<file path="config.mk">
export PLATFORM = sky130hd
export DESIGN_NAME = set_mode_ctrl
export DESIGN_NICKNAME = d
export VERILOG_FILES = /design/src/rtl/set_mode_ctrl_pkg.sv /design/src/rtl/key_debounce.sv /design/src/rtl/set_mode_ctrl.sv
export SDC_FILE = /design/constraint.sdc
export NUM_CORES = 1
export LEC_CHECK = 0
export ABC_AREA = 0
export BUFFER_PORTS_ARGS = -buffer_cell sky130_fd_sc_hd__buf_2
export CORE_MARGIN = 4
export CORE_UTILIZATION = 50
export DETAILED_ROUTE_END_ITERATION = 12
export GPL_TIMING_DRIVEN = 0
export PLACE_DENSITY = 0.75
export SETUP_SLACK_MARGIN = 0.15
export SLEW_MARGIN = 5
export SYNTH_ARGS = -nofsm -noshare
export SYNTH_HDL_FRONTEND = slang
export SYNTH_HIERARCHICAL = 1
export SYNTH_SLANG_ARGS = --single-unit
</file>
<file path="constraint.sdc">
create_clock -name clk_50m -period 2.8 [get_ports clk_50m]
set_input_delay 0.28 -clock clk_50m [delete_from_list [all_inputs] [get_ports clk_50m]]
set_output_delay 0.28 -clock clk_50m [all_outputs]
set_load 0.1 [all_outputs]
</file>
<file path="src/rtl/set_mode_ctrl_pkg.sv">
// set_mode_ctrl_pkg
//   Shared definitions for the set-mode controller and the clock/alarm setters:
//   mode state encoding, set-select codes, default timing parameters and the
//   cyclic mode-advance helper.
package set_mode_ctrl_pkg;

  typedef enum logic [2:0] {
    ST_NORMAL   = 3'd0,
    ST_CLK_HOUR = 3'd1,
    ST_CLK_MIN  = 3'd2,
    ST_ALM_HOUR = 3'd3,
    ST_ALM_MIN  = 3'd4
  } mode_state_e;

  localparam logic [1:0] SEL_NONE = 2'b00;
  localparam logic [1:0] SEL_HOUR = 2'b01;
  localparam logic [1:0] SEL_MIN  = 2'b10;

  localparam int DEF_DEBOUNCE_MS     = 20;
  localparam int DEF_TIMEOUT_MS      = 10000;
  localparam int DEF_CONFIRM_HOLD_MS = 1100;

  // One step of the mode cycle NORMAL -> CLK_HOUR -> CLK_MIN -> ALM_HOUR -> ALM_MIN -> NORMAL.
  function automatic mode_state_e next_mode(input mode_state_e s);
    case (s)
      ST_NORMAL:   return ST_CLK_HOUR;
      ST_CLK_HOUR: return ST_CLK_MIN;
      ST_CLK_MIN:  return ST_ALM_HOUR;
      ST_ALM_HOUR: return ST_ALM_MIN;
      default:     return ST_NORMAL;
    endcase
  endfunction

endpackage

</file>
<file path="src/rtl/key_debounce.sv">
// key_debounce
//   Two-flop synchronizer, tick-sampled debounce counter and press pulse for
//   one raw push button.
//   Ports:
//     i_clk    system clock
//     i_rst    synchronous active-high reset
//     i_tick   1 kHz sampling strobe (one i_clk cycle wide)
//     i_key    raw asynchronous key, active-high
//     o_press  one-cycle pulse, high in the cycle whose closing edge takes the
//              debounced level from 0 to 1; release produces nothing
module key_debounce
  import set_mode_ctrl_pkg::*;
#(
  parameter int DEBOUNCE_MS = DEF_DEBOUNCE_MS
) (
  input  logic i_clk,
  input  logic i_rst,
  input  logic i_tick,
  input  logic i_key,
  output logic o_press
);

  // Counter only has to hold DEBOUNCE_MS-1; it restarts instead of reaching DEBOUNCE_MS.
  localparam int CNT_W = (DEBOUNCE_MS > 1) ? $clog2(DEBOUNCE_MS) : 1;
  localparam logic [CNT_W-1:0] CNT_LAST = CNT_W'(DEBOUNCE_MS - 1);

  logic             r_sync1;
  logic             r_sync2;
  logic             r_level;
  logic [CNT_W-1:0] r_cnt;
  logic             w_differ;
  logic             w_accept;

  assign w_differ = (r_sync2 != r_level);
  // The DEBOUNCE_MS-th consecutive differing sample flips the level.
  assign w_accept = i_tick && w_differ && (r_cnt == CNT_LAST);
  assign o_press  = w_accept && !r_level;

  always_ff @(posedge i_clk) begin
    if (i_rst) begin
      r_sync1 <= 1'b0;
      r_sync2 <= 1'b0;
      r_level <= 1'b0;
      r_cnt   <= '0;
    end else begin
      r_sync1 <= i_key;
      r_sync2 <= r_sync1;
      if (i_tick) begin
        if (!w_differ) begin
          r_cnt <= '0;
        end else if (w_accept) begin
          r_level <= ~r_level;
          r_cnt   <= '0;
        end else begin
          r_cnt <= r_cnt + CNT_W'(1);
        end
      end
    end
  end

endmodule

</file>
<file path="src/rtl/set_mode_ctrl.sv">
// set_mode_ctrl
//   Two-button set-mode controller for the clock: the mode key steps through
//   clock hour/minute and alarm hour/minute setting, the confirm key raises a
//   timed confirm level for the setters, and an idle timeout returns to NORMAL.
//   Ports:
//     clk_50m           system clock (only clock)
//     cr                synchronous active-high reset
//     tick_1k           one-cycle 1 kHz enable strobe
//     key_mode          raw mode button, active-high
//     key_confirm       raw confirm button, active-high
//     clock_set_select  00 none, 01 clock hour, 10 clock minute
//     alarm_set_select  00 none, 01 alarm hour, 10 alarm minute
//     confirm           adjust/confirm level to the setters
//     set_active        high in any state other than NORMAL
module set_mode_ctrl
  import set_mode_ctrl_pkg::*;
#(
  parameter int DEBOUNCE_MS     = DEF_DEBOUNCE_MS,
  parameter int TIMEOUT_MS      = DEF_TIMEOUT_MS,
  parameter int CONFIRM_HOLD_MS = DEF_CONFIRM_HOLD_MS
) (
  input  logic       clk_50m,
  input  logic       cr,
  input  logic       tick_1k,
  input  logic       key_mode,
  input  logic       key_confirm,
  output logic [1:0] clock_set_select,
  output logic [1:0] alarm_set_select,
  output logic       confirm,
  output logic       set_active
);

  localparam int HOLD_W = $clog2(CONFIRM_HOLD_MS + 1);
  localparam int TO_W   = $clog2(TIMEOUT_MS + 1);
  localparam logic [HOLD_W-1:0] HOLD_LOAD = HOLD_W'(CONFIRM_HOLD_MS);
  localparam logic [TO_W-1:0]   TO_MAX    = TO_W'(TIMEOUT_MS);
  localparam logic [TO_W-1:0]   TO_LAST   = TO_W'(TIMEOUT_MS - 1);

  mode_state_e       r_state;
  mode_state_e       w_state_nxt;
  logic [HOLD_W-1:0] r_hold;
  logic [HOLD_W-1:0] w_hold_nxt;
  logic [TO_W-1:0]   r_to;
  logic [TO_W-1:0]   w_to_nxt;
  logic              w_mode_press;
  logic              w_conf_press;
  logic              w_timeout;

  key_debounce #(.DEBOUNCE_MS(DEBOUNCE_MS)) u_dbc_mode (
    .i_clk   (clk_50m),
    .i_rst   (cr),
    .i_tick  (tick_1k),
    .i_key   (key_mode),
    .o_press (w_mode_press)
  );

  key_debounce #(.DEBOUNCE_MS(DEBOUNCE_MS)) u_dbc_conf (
    .i_clk   (clk_50m),
    .i_rst   (cr),
    .i_tick  (tick_1k),
    .i_key   (key_confirm),
    .o_press (w_conf_press)
  );

  // Fires on the tick that would take the idle count to TIMEOUT_MS.
  assign w_timeout = tick_1k && (r_state != ST_NORMAL) && (r_to == TO_LAST);

  always_ff @(posedge clk_50m) begin
    if (cr) begin
      r_state <= ST_NORMAL;
      r_hold  <= '0;
      r_to    <= '0;
    end else begin
      r_state <= w_state_nxt;
      r_hold  <= w_hold_nxt;
      r_to    <= w_to_nxt;
    end
  end

  // Priority: mode press, then timeout, then confirm/tick bookkeeping.
  // A mode press swallows a coincident confirm press and a coincident timeout.
  always_comb begin
    w_state_nxt = r_state;
    w_hold_nxt  = r_hold;
    w_to_nxt    = r_to;
    if (w_mode_press) begin
      w_state_nxt = next_mode(r_state);
      w_hold_nxt  = '0;
      w_to_nxt    = '0;
    end else if (w_timeout) begin
      w_state_nxt = ST_NORMAL;
      w_hold_nxt  = '0;
      w_to_nxt    = '0;
    end else begin
      // Reload wins over a same-cycle decrement, so a re-press never leaves a gap.
      if (w_conf_press && (r_state != ST_NORMAL)) begin
        w_hold_nxt = HOLD_LOAD;
      end else if (tick_1k && (r_hold != '0)) begin
        w_hold_nxt = r_hold - HOLD_W'(1);
      end
      if ((r_state == ST_NORMAL) || w_conf_press) begin
        w_to_nxt = '0;
      end else if (tick_1k && (r_to != TO_MAX)) begin
        w_to_nxt = r_to + TO_W'(1);
      end
    end
  end

  always_comb begin
    clock_set_select = SEL_NONE;
    alarm_set_select = SEL_NONE;
    case (r_state)
      ST_CLK_HOUR: clock_set_select = SEL_HOUR;
      ST_CLK_MIN:  clock_set_select = SEL_MIN;
      ST_ALM_HOUR: alarm_set_select = SEL_HOUR;
      ST_ALM_MIN:  alarm_set_select = SEL_MIN;
      default:     ;
    endcase
  end

  assign confirm    = (r_hold != '0);
  assign set_active = (r_state != ST_NORMAL);

endmodule
</file>
==> results.toml <==
[synth]
yosysWarnings = 6
synthesis.instances = 251
share_of_the_yosys_chip_area_belonging_to_registers_pct = 37.2
synth.cell_area_mm2 = 0.00237
synth-edff-count = 0
yosys.area.top_type_share_pct = 37.2
post_synth.cell_area_avg_um2 = 9.43
synth-seq-cells = 44
yosys.cell_types.count = 53
synth_area_leaders = "sky130_fd_sc_hd__dfxtp_1 (37%), sky130_fd_sc_hd__xnor2_1 (4.8%), sky130_fd_sc_hd__ha_1 (3.2%)"
asyncSetResetFlopFracSynth_pct = 0
synth_flop_cell = "sky130_fd_sc_hd__dfxtp_1"
synth_largest_area_cell = "sky130_fd_sc_hd__dfxtp_1"
synth_nets = 262

[die]
floorplan.initialDensity_pct = 52.9
floorplan.rows = 24
dieArea_mm2 = 0.00590
number_of_placed_i_o_pins = 11
core_region_area_mm2 = 0.00447
floorplan.die.width_um = 76.8
floorplan.die.height_um = 76.8

[layout]
most_common_library_cell_in_the_layout_ignoring_fill_and_taps = "sky130_fd_sc_hd__dfxtp_1"
antenna_cell_count = 0
flow.area_growth_from_synthesis_pct = 8.99
layout_cells_sized_above_1_pct = 19.7
commonest_non_fill_non_tap_cells_in_the_layout = "sky130_fd_sc_hd__dfxtp_1 (44), sky130_fd_sc_hd__inv_1 (19), sky130_fd_sc_hd__nand3_1 (15)"
layout.cells.non_filler = 321
finish.net_count = 279

[clock_network]
cts_setup_buffers = 0
cts_tree = "done"
clk_transition_reported_paths_ns = 0.09
post_cts_resized = 0
clock_path_buffers = 2
worstSkewPairLatency_ns = 0.29
cts_hold_buf = 0
numClockSinks = 44
clk_root_buffer_cell = "sky130_fd_sc_hd__clkbuf_8"
cts-buffers-inserted = 5
htree_levels = 2

[worst_setup_path]
r2r_setup_slk_ns = 0.66
cp.buffers_inverters = 2
timing_worst_setup_path_type = "reg2out"
cp_cell_sequence = "inv_1, ha_1, nor2b_1, nand3_1, buf_2"
worst_setup_path_startpoint = "r_hold[0]$_SDFFE_PP0P_"
slowest_stage = "sky130_fd_sc_hd__nor2b_1"
max_stage_delay_ns = 0.43
regToRegStartpoint = "u_dbc_mode/r_cnt[0]$_SDFFE_PP0P_"
worstPathArrival_ns = 1.86
cp_data_required_time_ns = 2.52
r2r-end = "r_state[1]$_SDFFE_PP0P_"
path_delay_family = "simple AND/OR/NAND/NOR gates"
startpoint_type = "flip-flop"
setup.worst_path.end_class = "output port"
critical_path.max_fanout = 5
r2r.worst_path.cells = 6

[sta]
post_route_minimum_period_ns = 2.14
setup_viol_count_final = 0
post-route-period-util_pct = 76.6
setup_total_negative_slack_ns = 0
fin_skew_ns = 0.00732
drv_slew = 0
max_freq_ghz = 0.466
grt_setup_unrepaired = "no"
timing_hold_violations_final = 0
tightestPinTransition_ns = 0.484
maxSlewHeadroom_pct = 67.7

[global_route]
grt-ovfl-total = 0
grt_max_degree = 23
grt.total_usage_pct = 15.6
first_pass_grt_wire_length_um = 7800
first_global_vias = 1757
number_of_antenna_violations_at_the_first_check_in_global_routing = 0

[detailed_routing]
violation_count_after_the_first_detailed_route_iteration = 99
wl_per_cell_um = 13.9
drt_pass1_iterations = 6
via_count = 1850
drc_errors = 0
ant_nets = 0
routed_via_density = 5.76
wirelength_routed_um = 4450

[min_path]
hold-path-endpoint = "u_dbc_mode/r_sync1$_SDFF_PP0_"
timing.hold.worst.start = "key_mode"
timing.hold.worst_path_depth = 2
worst_min_delay_path_class = "in2reg"

[placed_design]
gp_congestion = 0.807
placement.io_buffers = 10
dp_hpwl_um = 3320
post-place-cells = 313

[pwr]
power_leakage_nw = 0.923
ir_worst_vdd_v = 0.000558
pwr_density_cell_mw_per_mm2 = 746

[run]
maxCapViolCount = 0

[status]
outcome = "completed"
## metrics by stage
stage | power, W | hold slack [ns] | instance area (µm²) | setup WS [ns] | util, %
floorplan | 0.00142 | 0.349 | 2380 | 0.455 | -
global placement | 0.00153 | 0.415 | 2490 | 0.721 | 55.7
detailed placement | 0.00155 | 0.420 | 2490 | 0.671 | 55.7
CTS | 0.00195 | 0.185 | 2580 | 0.633 | 57.6
global route | 0.00204 | 0.205 | 2580 | 0.472 | 57.6
finish | 0.00192 | 0.188 | 2580 | 0.656 | 57.6
## worst max-delay path by stage
| stage | to | cells past startpoint |
|---|---|---|
| after global routing | r_state[1]$_SDFFE_PP0P_ | 6 |
| after floorplan | r_hold[4]$_SDFFE_PP0P_ | 6 |
| after CTS | confirm | 5 |
| after global placement | r_state[1]$_SDFFE_PP0P_ | 6 |
| after detailed placement | r_state[1]$_SDFFE_PP0P_ | 6 |
| final | confirm | 5 |
## power breakdown
part	internal, W	leakage (nW)	switching [W]	total (W)
Combinational	0.000284	0.518	0.000451	0.000735
Sequential	0.000695	0.357	0.0000998	0.000795
Clock	0.000174	0.0479	0.000221	0.000395
## flip-flops by register name (all words and copies together) (netlist names)
register	cells
u_dbc_conf/r_cnt	5
u_dbc_conf/r_sync2	1
u_dbc_conf/r_level	1
r_hold	11
r_to	14
u_dbc_conf/r_sync1	1
u_dbc_mode/r_sync1	1
r_state	3
u_dbc_mode/r_sync2	1
u_dbc_mode/r_cnt	5
u_dbc_mode/r_level	1
## synthesized netlist by cell type, types with 4 or more instances
cell	count
sky130_fd_sc_hd__nor3_2	7
sky130_fd_sc_hd__o32ai_1	6
sky130_fd_sc_hd__a21oi_1	13
sky130_fd_sc_hd__nand2_1	14
sky130_fd_sc_hd__nor2b_1	7
sky130_fd_sc_hd__ha_1	6
sky130_fd_sc_hd__dfxtp_1	44
sky130_fd_sc_hd__nor2_1	7
sky130_fd_sc_hd__o21ai_0	5
sky130_fd_sc_hd__or3_1	6
sky130_fd_sc_hd__nand3_1	15
sky130_fd_sc_hd__buf_2	4
sky130_fd_sc_hd__inv_1	19
sky130_fd_sc_hd__xor2_1	6
sky130_fd_sc_hd__nand4_1	9
sky130_fd_sc_hd__xnor2_1	13
sky130_fd_sc_hd__nor3_1	12
## per-layer routing
| layer | GRT usage [%] | up-vias | wire, µm |
|---|---|---|---|
| met5 | 0 | - | 0 |
| met4 | 5.80 | 0 | 26 |
| met3 | 2.58 | 4 | 117 |
| met2 | 26.6 | 24 | 2270 |
| met1 | 19.8 | 872 | 2040 |
| li1 | - | 950 | - |
## final cells by class
class                      count  area [µm²]
buffer                         7        38.8
tap                           52        65.1
timing repair buffer          10        50.0
inverter                      19        71.3
fill                         404        1900
clock buffer                   5        68.8
clock inverter                 3        18.8
multi-input combinational    181        1390
sequential                    44         881
## cells by family after synthesis
| family | Yosys count | synth area share (%) |
|---|---|---|
| mux | 3 | 1.27 |
| fa+ha+maj | 6 | 3.17 |
| xor+xnor | 21 | 8.41 |
| buf+inv | 26 | 4.65 |
| flops | 44 | 37.2 |
| simple gates | 105 | 29.7 |
| compound gates | 46 | 15.6 |
## worst reg2reg max path: stages (launching register included)
cell                        delay (ns)
sky130_fd_sc_hd__dfxtp_1          0.42
sky130_fd_sc_hd__ha_1             0.25
sky130_fd_sc_hd__nand4bb_1        0.24
sky130_fd_sc_hd__nor3_1           0.33
sky130_fd_sc_hd__inv_1            0.20
sky130_fd_sc_hd__or3_1            0.36
sky130_fd_sc_hd__a311oi_1         0.25
(Power assumes the default switching activity.)
